===== src/rtl/division_core_if.sv =====
// ============================================================================
// Module   : division_core_if
// Purpose  : Operand and result bundle for the combinational-unrolled divider.
// Revision : 1.0 - initial release
// ============================================================================
`default_nettype none

interface division_core_if #(
    parameter int WIDTH = 4
);
    logic [WIDTH-1:0]   Q;
    logic [WIDTH-1:0]   M;
    logic [2*WIDTH-1:0] Quotient;
    logic [2*WIDTH-1:0] Reminder;

    // The operand-register side drives Q/M and consumes results.
    modport master (
        output Q,
        output M,
        input  Quotient,
        input  Reminder
    );

    modport slave (
        input  Q,
        input  M,
        output Quotient,
        output Reminder
    );
endinterface

`default_nettype wire


===== src/rtl/division_core.sv =====
// ============================================================================
// Module   : division_core
// Purpose  : Single-cycle unsigned restoring divider with registered results.
// Revision : 1.0 - initial release
// ============================================================================
`default_nettype none

module division_core #(
    parameter int WIDTH = 4
) (
    input  wire logic           clk,
    input  wire logic           rst_n,
    division_core_if.slave      bus
);

    logic [WIDTH-1:0]   quo_w;
    logic [WIDTH-1:0]   rem_w;
    logic [2*WIDTH-1:0] quotient_d;
    logic [2*WIDTH-1:0] reminder_d;
    logic [2*WIDTH-1:0] quotient_q;
    logic [2*WIDTH-1:0] reminder_q;

    // Unrolled restoring division: the MSB of the trial difference is its sign.
    always_comb begin
        logic [WIDTH:0] part_r;
        logic [WIDTH:0] trial;
        part_r = '0;
        trial  = '0;
        quo_w  = '0;
        for (int i = WIDTH - 1; i >= 0; i--) begin
            part_r = {part_r[WIDTH-1:0], bus.Q[i]};
            trial  = part_r - {1'b0, bus.M};
            if (!trial[WIDTH]) begin
                part_r   = trial;
                quo_w[i] = 1'b1;
            end
        end
        rem_w = part_r[WIDTH-1:0];
    end

    // All-ones quotient is unreachable by a legal division, so it flags M == 0.
    always_comb begin
        if (bus.M == '0) begin
            quotient_d = '1;
            reminder_d = {{WIDTH{1'b0}}, bus.Q};
        end else begin
            quotient_d = {{WIDTH{1'b0}}, quo_w};
            reminder_d = {{WIDTH{1'b0}}, rem_w};
        end
    end

    always_ff @(posedge clk or negedge rst_n) begin
        if (!rst_n) begin
            quotient_q <= '0;
            reminder_q <= '0;
        end else begin
            quotient_q <= quotient_d;
            reminder_q <= reminder_d;
        end
    end

    assign bus.Quotient = quotient_q;
    assign bus.Reminder = reminder_q;

endmodule

`default_nettype wire


===== src/flat_wrapper.sv =====
// flat-port wrapper written by rule: the top's interface ports become plain ports
module division_core_flat 
#(
    parameter int WIDTH = 4
)
  (clk, rst_n, bus_Q, bus_M, bus_Quotient, bus_Reminder);
  division_core_if #(.WIDTH(WIDTH)) bus_i ();
  input  wire logic clk;
  input  wire logic rst_n;
  input wire logic [$bits(bus_i.Q)-1:0] bus_Q;
  input wire logic [$bits(bus_i.M)-1:0] bus_M;
  output wire logic [$bits(bus_i.Quotient)-1:0] bus_Quotient;
  output wire logic [$bits(bus_i.Reminder)-1:0] bus_Reminder;
  assign bus_i.Q = bus_Q;
  assign bus_i.M = bus_M;
  assign bus_Quotient = bus_i.Quotient;
  assign bus_Reminder = bus_i.Reminder;
  division_core #(.WIDTH(WIDTH)) u_core (.clk(clk), .rst_n(rst_n), .bus(bus_i));
endmodule

===== config.mk =====
export PLATFORM = sky130hd
export DESIGN_NAME = division_core_flat
export DESIGN_NICKNAME = d
export VERILOG_FILES = /design/src/rtl/division_core_if.sv /design/src/rtl/division_core.sv /design/src/flat_wrapper.sv
export SDC_FILE = /design/constraint.sdc
export NUM_CORES = 1
export LEC_CHECK = 0
export CAP_MARGIN = 5
export CORE_MARGIN = 2
export CORE_UTILIZATION = 55
export CTS_CLUSTER_SIZE = 28
export DETAILED_ROUTE_END_ITERATION = 8
export GPL_TIMING_DRIVEN = 0
export PLACE_DENSITY = 0.85
export SLEW_MARGIN = 5
export SYNTH_ARGS = -nofsm -noshare
export SYNTH_HDL_FRONTEND = slang
export SYNTH_SLANG_ARGS = --single-unit

===== constraint.sdc =====
create_clock -name clk -period 1.3 [get_ports clk]
set_input_delay 0.195 -clock clk [delete_from_list [all_inputs] [get_ports clk]]
set_output_delay 0.195 -clock clk [all_outputs]
set_load 0.01 [all_outputs]

==> results of run 1 <==
layer usage:
layer	global-route usage [%]	overflow
met5	4.762	0
met4	64.91	7
met3	30.46	0
met2	90.38	6
met1	65.34	0
per-stage QoR:
stage               cells  util [%]  setup WS (ns)  area (sq um)  setup TNS, ns
floorplan             148         -         -3.926          1395         -22.78
global placement      197     75.61         -5.032          1640         -31.26
detailed placement    197     75.61         -5.113          1640         -31.73
CTS                   230     90.48         -4.002          1963         -23.85
synthesized netlist by cell type, types with 3 or more instances:
| cell | instances | area [sq um] |
|---|---|---|
| a21o_1 | 3 | 22.52 |
| a21oi_1 | 6 | 30.03 |
| buf_4 | 7 | 52.55 |
| dfrtp_1 | 9 | 225.2 |
| fa_1 | 3 | 60.06 |
| ha_1 | 14 | 175.2 |
| inv_1 | 18 | 67.56 |
| nand2_1 | 8 | 30.03 |
| nand3_1 | 4 | 20.02 |
| nand4_1 | 4 | 25.02 |
| nor2_1 | 7 | 26.28 |
| nor3b_1 | 3 | 22.52 |
| o21a_1 | 3 | 22.52 |
| o21ai_0 | 5 | 25.02 |
| o31ai_1 | 3 | 22.52 |
| xnor2_1 | 7 | 61.31 |
cell families after synthesis:
| kind of cell | Yosys count | synth area share, % |
|---|---|---|
| other | 1 | 0.3012 |
| xor gates and xnor gates | 9 | 6.935 |
| muxes | 4 | 3.517 |
| AOI/OAI and AO/OA | 33 | 20.30 |
| and+or+nand+nor | 42 | 20.40 |
| adders and majority gates | 17 | 18.89 |
| DFF | 9 | 18.09 |
| buffers and inverters | 29 | 11.56 |
timing repair:
action,in CTS
resized for setup,54
gates cloned,0
endpoints found under the setup margin,19
pin swaps,10
buffers inserted,29
endpoints found under the hold margin,0
==> impl_metrics.csv, run 1 <==
group,metric,value,unit
outcome,outcome,"did not finish",
outcome,failed_stage,"global routing (5_1_grt)",
outcome,stop_error,"[ERROR GRT-0232] Routing congestion too high. Check the congestion heatmap in the GUI.",
global_route,grtUsageTotal,63.47,%
timing,worstEndpointType,"register input",
clocking,cts.sinks,9,
synth,yosysSeqAreaShare,18.09,%
clocking,cts_buffer_depth,2,
die,die_width,51.58,um
synth,synthFlopType,"dfrtp_1",
placement,port_buffers,21,
die,start_util,57.38,%
synth,synthCells,144,
timing,crit_endpoint,"u_core.bus.Reminder[3]$_DFF_PN0_/D",
die,fp.dieH,51.58,um
synth,yosys_warnings,0,
synth,syn-mean-instance-area,8.645,sq um
clocking,numCtsBuffers,3,
synth,synth_cell_types,50,
global_route,gr-total-overflow,13,
clocking,clock-root-buffer,"clkbuf_4",
synth,syn_area,0.001245,sq mm
die,num_rows,17,
global_route,grt_max_degree,10,
clocking,cts_hold_buf,0,
synth,synth_edf_count,0,
synth,async_flop_share,100.0,%
die,io_pins,26,
placement,place.gp.congestion,0.8092,
clocking,htree_levels,1,
synth,synth_seq_cells,9,
placement,dp_hpwl,2.354,mm
==> inputs of run 2 (changes only) <==
- CORE_AREA: unset -> 2 2 63 65
- CORE_MARGIN: 2 -> unset
- CORE_UTILIZATION: 55 -> unset
- CTS_CLUSTER_SIZE: 28 -> unset
- DIE_AREA: unset -> 0 0 65 67
- PLACE_DENSITY: 0.85 -> unset
- PLACE_DENSITY_LB_ADDON: unset -> 0.15
==> run 2 against run 1 <==
The flow now finishes, with violations (negative setup slack). Synthesized area stayed put. Synthesized cell count unchanged.
==> impl_metrics.csv, run 2 <==
group,metric,value,unit
layout,drive_gt1_share,46.98,%
critical_path,crit_family,"compound AO/OA/AOI/OAI gates",
synth,async_flop_share,100.0,%
critical_path,required,1.39,ns
synth,yosysTopAreaCell,"dfrtp_1",
synth,synth_seq_cells,9,
critical_path,setup.worst_path.start,"bus_M[0]",
power_and_ir_drop,total_leakage_power,0.001055,uW
hold_path,hold_path.class,"input pin to asynchronous set/reset pin",
outcome,outcome,"complete, but fails checks",
power_and_ir_drop,finalPower,3014,uW
clocking,clk_pin_slew_worst_paths,0.04,ns
power_and_ir_drop,comb_power_share,76.7,%
critical_path,worst-path-stages,32,
placement,place.gp.congestion,0.8221,
clocking,cts_hold_buf,0,
timing,fin_crit_sh,422.0,%
die,fp.dieH,67,um
power_and_ir_drop,p_sw_share,36.65,%
power_and_ir_drop,power_density,1391,mW/mm^2
power_and_ir_drop,intPower,1910,uW
drt,viasPerCell,4.840,
clocking,htree_levels,1,
synth,synth.most_common_cell,"inv_1",
timing,final.setup.worst_slack,-4.186,ns
global_route,grt_pass1_wl,6.058,mm
drt,ant_nets,0,
die,io_pins,26,
timing,fmax,182.3,MHz
global_route,gr-total-overflow,0,
layout,regArea,225.2,sq um
flow_run,drv_cap,0,
placement,dp_hpwl,2.481,mm
drt,first_pass_iters,4,
synth,synth_area_leaders,"dfrtp_1 (18%), ha_1 (14%), inv_1 (5.4%)",
timing,worstMarginPinSlew,0.6829,ns
layout,antenna_cells,0,
critical_path,cp-end-kind,"flip-flop",
layout,utilization,60.10,%
timing,setup_viol,7,
global_route,grtUsageTotal,18.05,%
power_and_ir_drop,p_seq_share,13.1,%
synth,yosys-top-cells-count,"inv_1 (18), ha_1 (14), dfrtp_1 (9)",
drt,wirelength,3.604,mm
layout,areaGrowthSynthToFinish,74.07,%
synth,synth_edf_count,0,
drt,wl_per_cell,13.70,um
clocking,cts_buffer_depth,2,
layout,stdcell_area,0.002167,sq mm
power_and_ir_drop,clkPwrFrac,10.2,%
critical_path,max_stage_delay,0.40,ns
placement,place_area,0.001665,sq mm
die,core-area,0.003606,sq mm
layout,fill_cells,307,
layout,largest_reg_flops,5,
synth,syn-mean-instance-area,8.645,sq um
timing,finalMaxSlewViolations,0,
critical_path,slowest_stage,"or3b_4",
die,die_width,65,um
critical_path,critPathKind,"input pin to flip-flop",
critical_path,start_kind,"input pin",
synth,synth_cell_types,50,
critical_path,cp_num_buf_inv,8,
clocking,numCtsBuffers,3,
power_and_ir_drop,switchingPower,1105,uW
layout,multi_input_area,0.001086,sq mm
layout,final_cell_mix,"buf_4 (35), buf_6 (16), inv_1 (11)",
global_route,grt_max_degree,10,
global_route,antenna_found_initial,0,
clocking,cts_tree,"yes",
clocking,clock-root-buffer,"clkbuf_8",
timing,rsz0062_at_grt,"yes",
synth,yosys_warnings,0,
placement,port_buffers,21,
synth,synthFlopType,"dfrtp_1",
critical_path,arrival,5.58,ns
clocking,cts.sinks,9,
timing,fin_crit,5.486,ns
synth,synthCells,144,
critical_path,cp-endpoint,"u_core.bus.Reminder[2]",
critical_path,critical_path_peak_fanout,5,
timing,hold_viol,0,
drt,vias,1273,
synth,yosysTopAreaCellShare,18.09,%
layout,nNetsFinal,243,
die,start_util,34.52,%
synth,yosysSeqAreaShare,18.09,%
power_and_ir_drop,ir_worst_vdd,0.4236,mV
synth,syn_area,0.001245,sq mm
die,die_area,0.004355,sq mm
timing,relSlewSlack,54.30,%
layout,final_common_cell,"buf_4",
drt,drc,0,
global_route,first_global_vias,1360,
drt,drtIter0Drc,49,
outcome,violations,"negative setup slack",
die,num_rows,22,
run 2: cell counts after synthesis:
Identical to the previous run, type by type.
run 2: through the flow:
step	setup slack, ns	setup TNS, ns	hold slack [ns]	cells
2_1_floorplan	-3.926	-22.78	-0.1006	148
3_3_place_gp	-5.164	-32.08	0.4955	217
3_5_place_dp	-5.192	-32.23	0.5001	217
4_1_cts	-4.018	-24.35	0.2640	255
5_1_grt	-4.364	-26.59	0.2783	263
6_report	-4.186	-25.33	0.2546	263
run 2: per-layer routing:
metal	up-vias	share of wire, %	track usage, %
met3	6	2.3	1.689
met4	0	1.6	7.979
met5	-	0	0
met2	23	56	36.08
li1	642	-	-
met1	602	40	18.85
run 2: how the worst min path moves through the flow:
stage	to	startpoint	cells past startpoint	slack, ns
detailed placement	u_core.bus.Quotient[0]	rst_n	1	0.50
CTS	u_core.bus.Reminder[2]	rst_n	1	0.26
global route	u_core.bus.Reminder[2]	rst_n	1	0.28
floorplan	u_core.bus.Quotient[0]	rst_n	0	-0.10
global placement	u_core.bus.Quotient[0]	rst_n	1	0.50
finish	u_core.bus.Reminder[2]	rst_n	1	0.25
run 2: kinds of logic after synthesis:
kind of cell | Yosys count | synth area share [%]
DFF | 9 | 18.09
AOI/OAI and AO/OA | 33 | 20.30
adders and majority gates | 17 | 18.89
and+or+nand+nor | 42 | 20.40
muxes | 4 | 3.517
buffers and inverters | 29 | 11.56
other | 1 | 0.3012
xor gates and xnor gates | 9 | 6.935
run 2: final cells by class:
class	instances	area share [%]
plain buffers	9	3.118
clock buffers	4	2.079
inverters	19	3.753
multi-input cells	110	50.12
flip-flops and latches	9	10.39
well taps	48	2.771
repair buffers	64	27.77
run 2: power groups by stage:
stage          Sequential (uW)  Clock [uW]  Combinational (uW)
6_report                   394         309                2310
5_1_grt                    405         340                2480
4_1_cts                    397         316                2130
3_5_place_dp               399           0                1580
3_3_place_gp               398           0                1550
2_1_floorplan              454           0                1100
run 2: timing repair:
item	4_1_cts	5_1_grt
resized for setup	53	11
buffers inserted	34	9
setup endpoints to repair	13	10
pin swaps	11	20
Power figures use the tool's default switching activity.
==> inputs of run 3 (changes only) <==
- GPL_TIMING_DRIVEN: 0 -> unset
- PLACE_DENSITY: unset -> 0.62
- PLACE_DENSITY_LB_ADDON: 0.15 -> unset
==> run 3 against run 2 <==
The flow still finishes with violations (negative setup slack). Clock-buffer cell count unchanged. Critical path depth unchanged. Non-clock buffer count increased by 6. Design area increased by 0.12%. Clock power increased by 1%. Sequential power about the same. Power decreased by 6.0%. Die area unchanged. Combinational power decreased by 8%. First-iteration DRC count decreased by 31%. Critical path type unchanged. Largest cell class unchanged.
==> impl_metrics.csv, run 3 (same netlist as run 2, synthesis figures left out) <==
group,metric,value,unit
outcome,outcome,"complete, but fails checks",
outcome,violations,"negative setup slack",
global_route,antenna_found_initial,0,
global_route,grtUsageTotal,17.79,%
die,num_rows,22,
layout,drive_gt1_share,49.77,%
layout,nNetsFinal,249,
placement,dp_hpwl,2.947,mm
critical_path,cp-end-kind,"flip-flop",
drt,viasPerCell,4.877,
layout,regArea,225.2,sq um
drt,m1WireLength,1.397,mm
drt,first_pass_iters,4,
drt,wirelength,3.555,mm
die,fp.dieH,67,um
clocking,cts_buffer_depth,2,
drt,wl_met3,83,um
layout,fill_cells,314,
critical_path,max_stage_delay,0.40,ns
drt,drc,0,
timing,hold_viol,0,
die,io_pins,26,
timing,setup_viol,7,
layout,final_cells,269,
die,start_util,34.52,%
power_and_ir_drop,power_density,1306,mW/mm^2
drt,vias,1312,
layout,final_cell_mix,"buf_4 (54), inv_1 (11), ha_1 (10)",
critical_path,cp_num_buf_inv,8,
global_route,first_global_vias,1367,
clocking,clock-root-buffer,"clkbuf_8",
drt,wl_met2,1.954,mm
critical_path,critPathKind,"input pin to flip-flop",
clocking,cts_hold_buf,0,
timing,fin_crit_sh,399.7,%
power_and_ir_drop,ir_worst_vdd,0.4062,mV
clocking,cts_tree,"yes",
die,die_area,0.004355,sq mm
drt,wl_per_cell,13.22,um
critical_path,crit_family,"compound AO/OA/AOI/OAI gates",
placement,place.gp.congestion,0.8792,
drt,drtIter0Drc,34,
critical_path,arrival,5.30,ns
drt,top_layer,"met4",
critical_path,slowest_stage,"or3b_4",
timing,relSlewSlack,67.18,%
timing,final.setup.worst_slack,-3.896,ns
clocking,numCtsBuffers,3,
critical_path,critical_path_peak_fanout,5,
die,die_width,65,um
timing,fmax,192.5,MHz
timing,fin_setup_tns,-22.32,ns
critical_path,required,1.40,ns
timing,rsz0062_at_grt,"yes",
global_route,grt_pass1_wl,5.906,mm
timing,worstMarginPinSlew,0.4879,ns
drt,ant_nets,0,
layout,final_common_cell,"buf_4",
timing,fin_crit,5.196,ns
layout,antenna_cells,0,
die,core-area,0.003606,sq mm
placement,place_inst,253,
placement,port_buffers,21,
layout,largest_reg_flops,5,
global_route,gr-total-overflow,0,
flow_run,drv_cap,0,
layout,multi_input_area,0.001084,sq mm
layout,areaGrowthSynthToFinish,74.27,%
layout,utilization,60.17,%
power_and_ir_drop,total_leakage_power,0.001098,uW
critical_path,start_kind,"input pin",
clocking,cts.sinks,9,
hold_path,hold_path.class,"input pin to asynchronous set/reset pin",
timing,finalMaxSlewViolations,0,
global_route,grt_max_degree,10,
clocking,htree_levels,1,
clocking,clk_pin_slew_worst_paths,0.04,ns
-- run 3: changes by cell type in the layout (fill, tap and decap cells not counted), moves of 2 or more --
cell             previous run  this run
buf_4                      35        54
buf_6                      16         5
clkdlybuf4s50_1            10         7
dlymetal6s2s_1              2         5
buf_12                      2         0
o21a_1                      3         1
o21a_4                      0         2
-- run 3: cell type report --
class                   instances  area share [%]
repair buffers                 79           30.97
inverters                      19           3.864
multi-input cells             110           49.94
flip-flops and latches          9           10.38
clock buffers                   4           2.076
well taps                      48           2.768
-- run 3: metrics by stage --
| step | total power (uW) | setup slack (ns) | cell area, sq um | hold slack [ns] |
|---|---|---|---|---|
| 2_1_floorplan | 1551 | -3.926 | 1395 | -0.1006 |
| 3_3_place_gp | 2207 | -4.587 | 1932 | 0.4925 |
| 3_5_place_dp | 2264 | -4.837 | 1932 | 0.5002 |
| 4_1_cts | 2741 | -3.992 | 2098 | 0.2578 |
| 5_1_grt | 3037 | -4.084 | 2170 | 0.2735 |
| 6_report | 2833 | -3.896 | 2170 | 0.2450 |
-- run 3: repair_timing --
action	4_1_cts	5_1_grt
gates resized for setup	38	12
buffers inserted	8	4
pin swaps	23	20
endpoints found under the setup margin	13	12
-- run 3: final timing paths --
path	startpoint	endpoint	slack [ns]	cells past startpoint
worst max-delay path	bus_Q[3]	u_core.bus.Reminder[2]	-3.90	32
max in group asynchronous	rst_n	u_core.bus.Quotient[6]	0.79	1
min in group clk	bus_M[0]	u_core.bus.Reminder[0]	0.44	4
worst min-delay path	rst_n	u_core.bus.Quotient[2]	0.25	1
-- run 3: where the power goes --
part	internal [uW]	switching, uW
clock network	213	100
registers	375	18.2
logic	1170	959
-- run 3: metal layers --
metal / track usage [%] / vias up
met4: 5.053 / 0
li1: - / 653
met5: 0 / -
met2: 38.02 / 29
met3: 1.182 / 10
met1: 18.01 / 620
